$ cat src/rtl/micro_run_pkg.sv
// Shared encodings for the micro core run/halt/step controller:
// FSM state codes and host command opcodes.
package micro_run_pkg;

  typedef enum logic [2:0] {
    RST_HOLD = 3'd0,
    HALT     = 3'd1,
    RUN      = 3'd2,
    STEP     = 3'd3,
    BRK      = 3'd4
  } run_state_t;

  typedef enum logic [1:0] {
    OP_RUN   = 2'b00,
    OP_HALT  = 2'b01,
    OP_STEP  = 2'b10,
    OP_RESET = 2'b11
  } cmd_op_t;

endpackage

$ cat src/rtl/micro_run_ctrl_if.sv
// Host command port of the run controller: valid/ready handshake carrying
// an opcode and a step count.
interface micro_run_ctrl_if #(
  parameter int STEP_W = 8
);
  logic              cmd_valid;
  logic [1:0]        cmd_op;
  logic [STEP_W-1:0] step_count;
  logic              cmd_ready;

  modport master (output cmd_valid, output cmd_op, output step_count, input  cmd_ready);
  modport slave  (input  cmd_valid, input  cmd_op, input  step_count, output cmd_ready);
endinterface

$ cat src/rtl/micro_bp_match.sv
// Breakpoint comparator bank: one equality compare per enabled breakpoint
// against the core's current program-memory address.
module micro_bp_match #(
  parameter int PC_W   = 8,
  parameter int NUM_BP = 2
) (
  input  logic [PC_W-1:0]        pm_address,
  input  logic [NUM_BP*PC_W-1:0] bp_addr,
  input  logic [NUM_BP-1:0]      bp_valid,
  output logic [NUM_BP-1:0]      match
);

  for (genvar gi = 0; gi < NUM_BP; gi++) begin : g_cmp
    assign match[gi] = bp_valid[gi] && (pm_address == bp_addr[gi*PC_W +: PC_W]);
  end

endmodule

$ cat src/rtl/micro_run_ctrl.sv
// Run/halt/step/breakpoint controller for the 4-bit micro core.
// Optional enabled-cycle counter built only when MICRO_RUN_CYCLE_CNT_EN is defined.
module micro_run_ctrl
  import micro_run_pkg::*;
#(
  parameter int PC_W       = 8,
  parameter int NUM_BP     = 2,
  parameter int STEP_W     = 8,
  parameter int RST_CYCLES = 4,
  parameter int START_RUN  = 0
) (
  input  logic                   clk,
  input  logic                   reset_n,
  micro_run_ctrl_if.slave        cmd,
  input  logic [PC_W-1:0]        pm_address,
  input  logic [NUM_BP*PC_W-1:0] bp_addr,
  input  logic [NUM_BP-1:0]      bp_valid,
  output logic                   cpu_en,
  output logic                   cpu_reset,
  output logic [2:0]             state,
  output logic                   halted,
  output logic [NUM_BP-1:0]      bp_hit,
  output logic [STEP_W-1:0]      steps_left,
  output logic [15:0]            cycle_count
);

  localparam int HOLD_W = (RST_CYCLES > 2) ? $clog2(RST_CYCLES) : 1;

  run_state_t        state_reg;
  logic              cpu_en_reg;
  logic              cpu_reset_reg;
  logic              skip_reg;
  logic [NUM_BP-1:0] bp_hit_reg;
  logic [STEP_W-1:0] steps_left_reg;
  logic [HOLD_W-1:0] hold_cnt_reg;

  logic [NUM_BP-1:0] match;
  logic              cmd_fire;
  logic              go_hold;
  logic              bp_fire;
  logic [STEP_W-1:0] step_load;

  micro_bp_match #(
    .PC_W   (PC_W),
    .NUM_BP (NUM_BP)
  ) u_bp_match (
    .pm_address (pm_address),
    .bp_addr    (bp_addr),
    .bp_valid   (bp_valid),
    .match      (match)
  );

  assign cmd.cmd_ready = (state_reg != RST_HOLD);
  assign cmd_fire      = cmd.cmd_valid && cmd.cmd_ready;
  assign go_hold       = cmd_fire && (cmd.cmd_op == OP_RESET);
  // cpu_en_reg is only ever set in RUN/STEP; skip_reg masks the first enabled
  // cycle after a resume so the core can leave the address it stopped on.
  assign bp_fire       = cpu_en_reg && !skip_reg && (|match);
  assign step_load     = (cmd.step_count == '0) ? STEP_W'(1) : cmd.step_count;

  always_ff @(posedge clk or negedge reset_n) begin
    if (!reset_n) begin
      state_reg      <= RST_HOLD;
      cpu_en_reg     <= 1'b0;
      cpu_reset_reg  <= 1'b1;
      skip_reg       <= 1'b0;
      bp_hit_reg     <= '0;
      steps_left_reg <= '0;
      hold_cnt_reg   <= '0;
    end else if (go_hold) begin
      state_reg      <= RST_HOLD;
      cpu_en_reg     <= 1'b0;
      cpu_reset_reg  <= 1'b1;
      skip_reg       <= 1'b0;
      steps_left_reg <= '0;
      hold_cnt_reg   <= '0;
    end else begin
      case (state_reg)
        RST_HOLD: begin
          if (hold_cnt_reg == HOLD_W'(RST_CYCLES - 1)) begin
            hold_cnt_reg  <= '0;
            cpu_reset_reg <= 1'b0;
            if (START_RUN != 0) begin
              state_reg  <= RUN;
              cpu_en_reg <= 1'b1;
            end else begin
              state_reg  <= HALT;
            end
          end else begin
            hold_cnt_reg <= hold_cnt_reg + 1'b1;
          end
        end
        HALT, BRK: begin
          if (cmd_fire && (cmd.cmd_op == OP_RUN)) begin
            state_reg  <= RUN;
            cpu_en_reg <= 1'b1;
            skip_reg   <= 1'b1;
            bp_hit_reg <= '0;
          end else if (cmd_fire && (cmd.cmd_op == OP_STEP)) begin
            state_reg      <= STEP;
            cpu_en_reg     <= 1'b1;
            skip_reg       <= 1'b1;
            bp_hit_reg     <= '0;
            steps_left_reg <= step_load;
          end
        end
        RUN, STEP: begin
          skip_reg <= 1'b0;
          if (bp_fire) begin
            state_reg      <= BRK;
            cpu_en_reg     <= 1'b0;
            bp_hit_reg     <= bp_hit_reg | match;
            steps_left_reg <= '0;
          end else if (cmd_fire && (cmd.cmd_op == OP_HALT)) begin
            state_reg      <= HALT;
            cpu_en_reg     <= 1'b0;
            steps_left_reg <= '0;
          end else if (state_reg == STEP) begin
            steps_left_reg <= steps_left_reg - 1'b1;
            if (steps_left_reg == STEP_W'(1)) begin
              state_reg  <= HALT;
              cpu_en_reg <= 1'b0;
            end
          end
        end
        default: begin
          state_reg     <= RST_HOLD;
          cpu_en_reg    <= 1'b0;
          cpu_reset_reg <= 1'b1;
          hold_cnt_reg  <= '0;
        end
      endcase
    end
  end

`ifdef MICRO_RUN_CYCLE_CNT_EN
  logic [15:0] cycle_cnt_reg;

  always_ff @(posedge clk or negedge reset_n) begin
    if (!reset_n) begin
      cycle_cnt_reg <= '0;
    end else if (state_reg == RST_HOLD) begin
      cycle_cnt_reg <= '0;
    end else if (cpu_en_reg) begin
      cycle_cnt_reg <= cycle_cnt_reg + 16'd1;
    end
  end

  assign cycle_count = cycle_cnt_reg;
`else
  assign cycle_count = '0;
`endif

  assign cpu_en     = cpu_en_reg;
  assign cpu_reset  = cpu_reset_reg;
  assign state      = state_reg;
  assign halted     = (state_reg == HALT) || (state_reg == BRK);
  assign bp_hit     = bp_hit_reg;
  assign steps_left = steps_left_reg;

endmodule

$ cat src/flat_wrapper.sv
// flat-port wrapper written by rule: the top's interface ports become plain ports
module micro_run_ctrl_flat import micro_run_pkg::*;
#(
  parameter int PC_W       = 8,
  parameter int NUM_BP     = 2,
  parameter int STEP_W     = 8,
  parameter int RST_CYCLES = 4,
  parameter int START_RUN  = 0
)
  (clk, reset_n, pm_address, bp_addr, bp_valid, cpu_en, cpu_reset, state, halted, bp_hit, steps_left, cycle_count, cmd_cmd_valid, cmd_cmd_op, cmd_step_count, cmd_cmd_ready);
  micro_run_ctrl_if #(.STEP_W(STEP_W)) cmd_i ();
  input  logic clk;
  input  logic reset_n;
  input  logic [PC_W-1:0] pm_address;
  input  logic [NUM_BP*PC_W-1:0] bp_addr;
  input  logic [NUM_BP-1:0] bp_valid;
  output logic cpu_en;
  output logic cpu_reset;
  output logic [2:0] state;
  output logic halted;
  output logic [NUM_BP-1:0] bp_hit;
  output logic [STEP_W-1:0] steps_left;
  output logic [15:0] cycle_count;
  input wire logic [$bits(cmd_i.cmd_valid)-1:0] cmd_cmd_valid;
  input wire logic [$bits(cmd_i.cmd_op)-1:0] cmd_cmd_op;
  input wire logic [$bits(cmd_i.step_count)-1:0] cmd_step_count;
  output wire logic [$bits(cmd_i.cmd_ready)-1:0] cmd_cmd_ready;
  assign cmd_i.cmd_valid = cmd_cmd_valid;
  assign cmd_i.cmd_op = cmd_cmd_op;
  assign cmd_i.step_count = cmd_step_count;
  assign cmd_cmd_ready = cmd_i.cmd_ready;
  micro_run_ctrl #(.PC_W(PC_W), .NUM_BP(NUM_BP), .STEP_W(STEP_W), .RST_CYCLES(RST_CYCLES), .START_RUN(START_RUN)) u_core (.clk(clk), .reset_n(reset_n), .cmd(cmd_i), .pm_address(pm_address), .bp_addr(bp_addr), .bp_valid(bp_valid), .cpu_en(cpu_en), .cpu_reset(cpu_reset), .state(state), .halted(halted), .bp_hit(bp_hit), .steps_left(steps_left), .cycle_count(cycle_count));
endmodule
$ cat config.mk
export PLATFORM = sky130hd
export DESIGN_NAME = micro_run_ctrl_flat
export DESIGN_NICKNAME = d
export VERILOG_FILES = /design/src/rtl/micro_run_pkg.sv /design/src/rtl/micro_run_ctrl_if.sv /design/src/rtl/micro_bp_match.sv /design/src/rtl/micro_run_ctrl.sv /design/src/flat_wrapper.sv
export SDC_FILE = /design/constraint.sdc
export NUM_CORES = 1
export LEC_CHECK = 0
export ABC_AREA = 1
export CORE_UTILIZATION = 43
export DETAILED_ROUTE_END_ITERATION = 10
export GPL_TIMING_DRIVEN = 0
export PLACE_DENSITY_LB_ADDON = 0.12
export SETUP_SLACK_MARGIN = 0.4
export SYNTH_ARGS = -nofsm -noshare
export SYNTH_HDL_FRONTEND = slang
export SYNTH_HIERARCHICAL = 1
export SYNTH_SLANG_ARGS = --single-unit
$ cat constraint.sdc
create_clock -name clk -period 1.74 [get_ports clk]
set_clock_uncertainty 0.2 [all_clocks]
set_input_delay 0.348 -clock clk [delete_from_list [all_inputs] [get_ports clk]]
set_output_delay 0.348 -clock clk [all_outputs]
set_load 0.005 [all_outputs]
==> results.sh <==
export IMPL_slowest_delay_ns=0.18
export IMPL_syn_cell_area_um2=1700
export IMPL_layout_commonest_cell="nand2_1"
export IMPL_fin_cells=452
export IMPL_p_int_mw=2.29
export IMPL_end_kind="register"
export IMPL_drive_gt1_frac=0.493
export IMPL_hold_path_class="input pin to asynchronous set/reset pin"
export IMPL_synth_edf_count=0
export IMPL_outcome="finished with violations"
export IMPL_cpMostUsedCell="nand2_1"
export IMPL_syn_inst=281
export IMPL_cts_sinks=18
export IMPL_rsz0062_at_grt="true"
export IMPL_coreArea_um2=3720
export IMPL_clock_latency_ns=0.26
export IMPL_cts_root_buf="clkbuf_8"
export IMPL_dieWidth_um=64.8
export IMPL_die_area_um2=4200
export IMPL_gr_total_overflow=0
export IMPL_final_cell_mix="78 x nand2_1, 45 x buf_4, 34 x buf_6"
export IMPL_drtIter0Drc=174
export IMPL_hold_viol=17
export IMPL_grt_total_usage=0.248
export IMPL_leakage_nw=1.69
export IMPL_synth_async_reset_ratio=1.00
export IMPL_cts_buffer_depth=2
export IMPL_cts_buffers=3
export IMPL_fin_ws_ns=-0.154
export IMPL_pwr_share_comb=0.772
export IMPL_synth_seq_area_share=0.266
export IMPL_cts_hold_buf=0
export IMPL_die_y_um=64.8
export IMPL_failed_checks="hold timing, setup timing"
export IMPL_gp_congestion=0.823
export IMPL_nNetsFinal=447
export IMPL_num_vias=2322
export IMPL_required_ns=1.69
export IMPL_crit_chain="buf_2 > inv_1 > nand2_1 > nand2_1 > nor2_2 > nand3_2 > nor2_4 > nor2_2 > nor2_2 > buf_4 > nor2_4 > inv_2 > nand3_2 > nand2_2 > inv_2 > nand2_1 > nand2_1"
export IMPL_area_delta_synth_final_pct=81.8
export IMPL_clk_pin_slew_ns=0.07
export IMPL_fin_crit_ns=1.89
export IMPL_grt_max_degree=19
export IMPL_numPortBuffers=55
export IMPL_sequentialPowerShare=0.160
export IMPL_cpMaxStageDelayCell="nor2_2"
export IMPL_ant_nets=0
export IMPL_final_util=0.829
export IMPL_synthFlopType="dfrtp_1"
export IMPL_placed_cells=399
export IMPL_max_slew_margin=0.448
export IMPL_drc_errors=0
export IMPL_worst_setup_path_type="input pin to register"
export IMPL_setup_viol=15
export IMPL_yosys_top_cells_area="dfrtp_1 25%, nand2_1 22%, nor2_1 8.6%, inv_1 8.2%, buf_4 7.1%"
export IMPL_hpwl_mm=3.13
export IMPL_setup_worst_path_start_class="input pin"
export IMPL_yosysTopAreaCell="dfrtp_1"
export IMPL_grt_pass1_wl_mm=8.21
export IMPL_powerDensity_nw_per_um2=1470
export IMPL_drv_cap=0
export IMPL_cts_tree="done"
export IMPL_fmax_ghz=0.528
export IMPL_ff2ff_setup_slack_ns=-0.11
export IMPL_power_switching_mw=2.23
export IMPL_fillers=242
export IMPL_synth_cell_type_count=25
export IMPL_rows=22
export IMPL_clock_power_share=0.068
export IMPL_avgSynthCellArea_um2=6.03
export IMPL_routed_via_density=5.14
export IMPL_min_period_over_period=1.09
export IMPL_synth_seq_cells=18
export IMPL_synth_top_cell_area_share=0.251
export IMPL_yosysWarnings=6
export IMPL_drv_slew=0
export IMPL_routed_wl_mm=6.62
export IMPL_path_max_fanout=4
export IMPL_drt_pass1_iter_count=4
export IMPL_antenna_found_initial=0
export IMPL_timing_setup_tns_ns=-1.35
export IMPL_wl_per_cell_um=14.6
export IMPL_holdWs_ns=-0.0239
export IMPL_grt_pass1_vias=1968
export IMPL_worstMarginPinSlew_ns=0.826
export IMPL_largest_reg_flops=8
export IMPL_ios=72
export IMPL_cts_max_level=1
export IMPL_n_antenna_cell=0
export IMPL_critical_path_arrival_ns=1.84
export IMPL_start_util=0.456
export IMPL_switching_share=0.493
export IMPL_peakVddDrop_v=0.00136
[power groups by stage]
stage | clock, mW | sequential (mW) | combinational (mW)
after global routing | 0.341 | 0.735 | 3.70
after global placement | 0 | 0.772 | 1.95
final | 0.310 | 0.721 | 3.49
after detailed placement | 0 | 0.773 | 1.98
after floorplan | 0 | 0.760 | 1.30
after CTS | 0.311 | 0.701 | 2.65
[worst max-delay path: cells and delay by family]
family	cells	cell delay [ns]
AND/OR/NAND/NOR	12	1.06
buffers and inverters	5	0.42
[cells by family (layout without fill, tap and decap cells)]
logic type | after synthesis | in the layout | share of synthesized area
adder cells (fa/ha/maj) | 3 | 3 | 0.0221
XOR/XNOR | 5 | 5 | 0.0258
AND/OR/NAND/NOR | 176 | 176 | 0.452
flip-flops | 18 | 18 | 0.266
other | 1 | 16 | 0.00221
AO/OA/AOI/OAI | 17 | 17 | 0.0546
buffers and inverters | 61 | 169 | 0.176
[synthesized netlist by cell type (all sizes together), types with 2 or more instances]
cell type,n
buf,17
dfrtp,17
ha,3
inv,43
nand2,105
nand3,25
nand4,4
nor2,42
o21ai,16
xnor2,2
xor2,3
[layer usage]
layer	GRT usage	part of all wire
met3	0.0335	0.090
met4	0.100	0.046
met1	0.292	0.37
met5	0	0
met2	0.448	0.50
[metrics by stage]
stage               total power [mW]  setup slack [ns]  cell area, um2
finish                          4.52            -0.154            3080
global route                    4.78            -0.251            3080
CTS                             3.67         -0.000378            2750
detailed placement              2.76            -0.773            2360
global placement                2.72            -0.744            2360
floorplan                       2.06            0.0741            1750
[path summary, 6_finish.rpt]
check                                  from  cells after the start                    to
hold / removal                      reset_n                      1  u_core/steps_left[6]
max in group asynchronous           reset_n                      1       u_core/skip_reg
setup reg to reg            u_core/state[1]                     11  u_core/steps_left[2]
setup / recovery                 bp_addr[2]                     17       u_core/state[0]
hold reg to reg            u_core/cpu_reset                      2      u_core/cpu_reset
min in group clk           u_core/cpu_reset                      2      u_core/cpu_reset
[repair_timing]
action / 4_1_cts / 5_1_grt
setup endpoints to repair: 35 / 47
resized for setup: 236 / 69
hold endpoints to repair: 0 / 0
setup buffers: 36 / 13
pin swaps: 59 / 36
[cell type report]
type	instances	area, um2	area share
flip-flops and latches	18	452	0.147
well taps	48	60.1	0.0195
clock buffers	4	45.0	0.0146
inverters	44	190	0.0617
plain buffers	17	131	0.0426
repair buffers	104	913	0.296
multi-input cells	217	1290	0.419
Power figures use the tool's default switching activity.
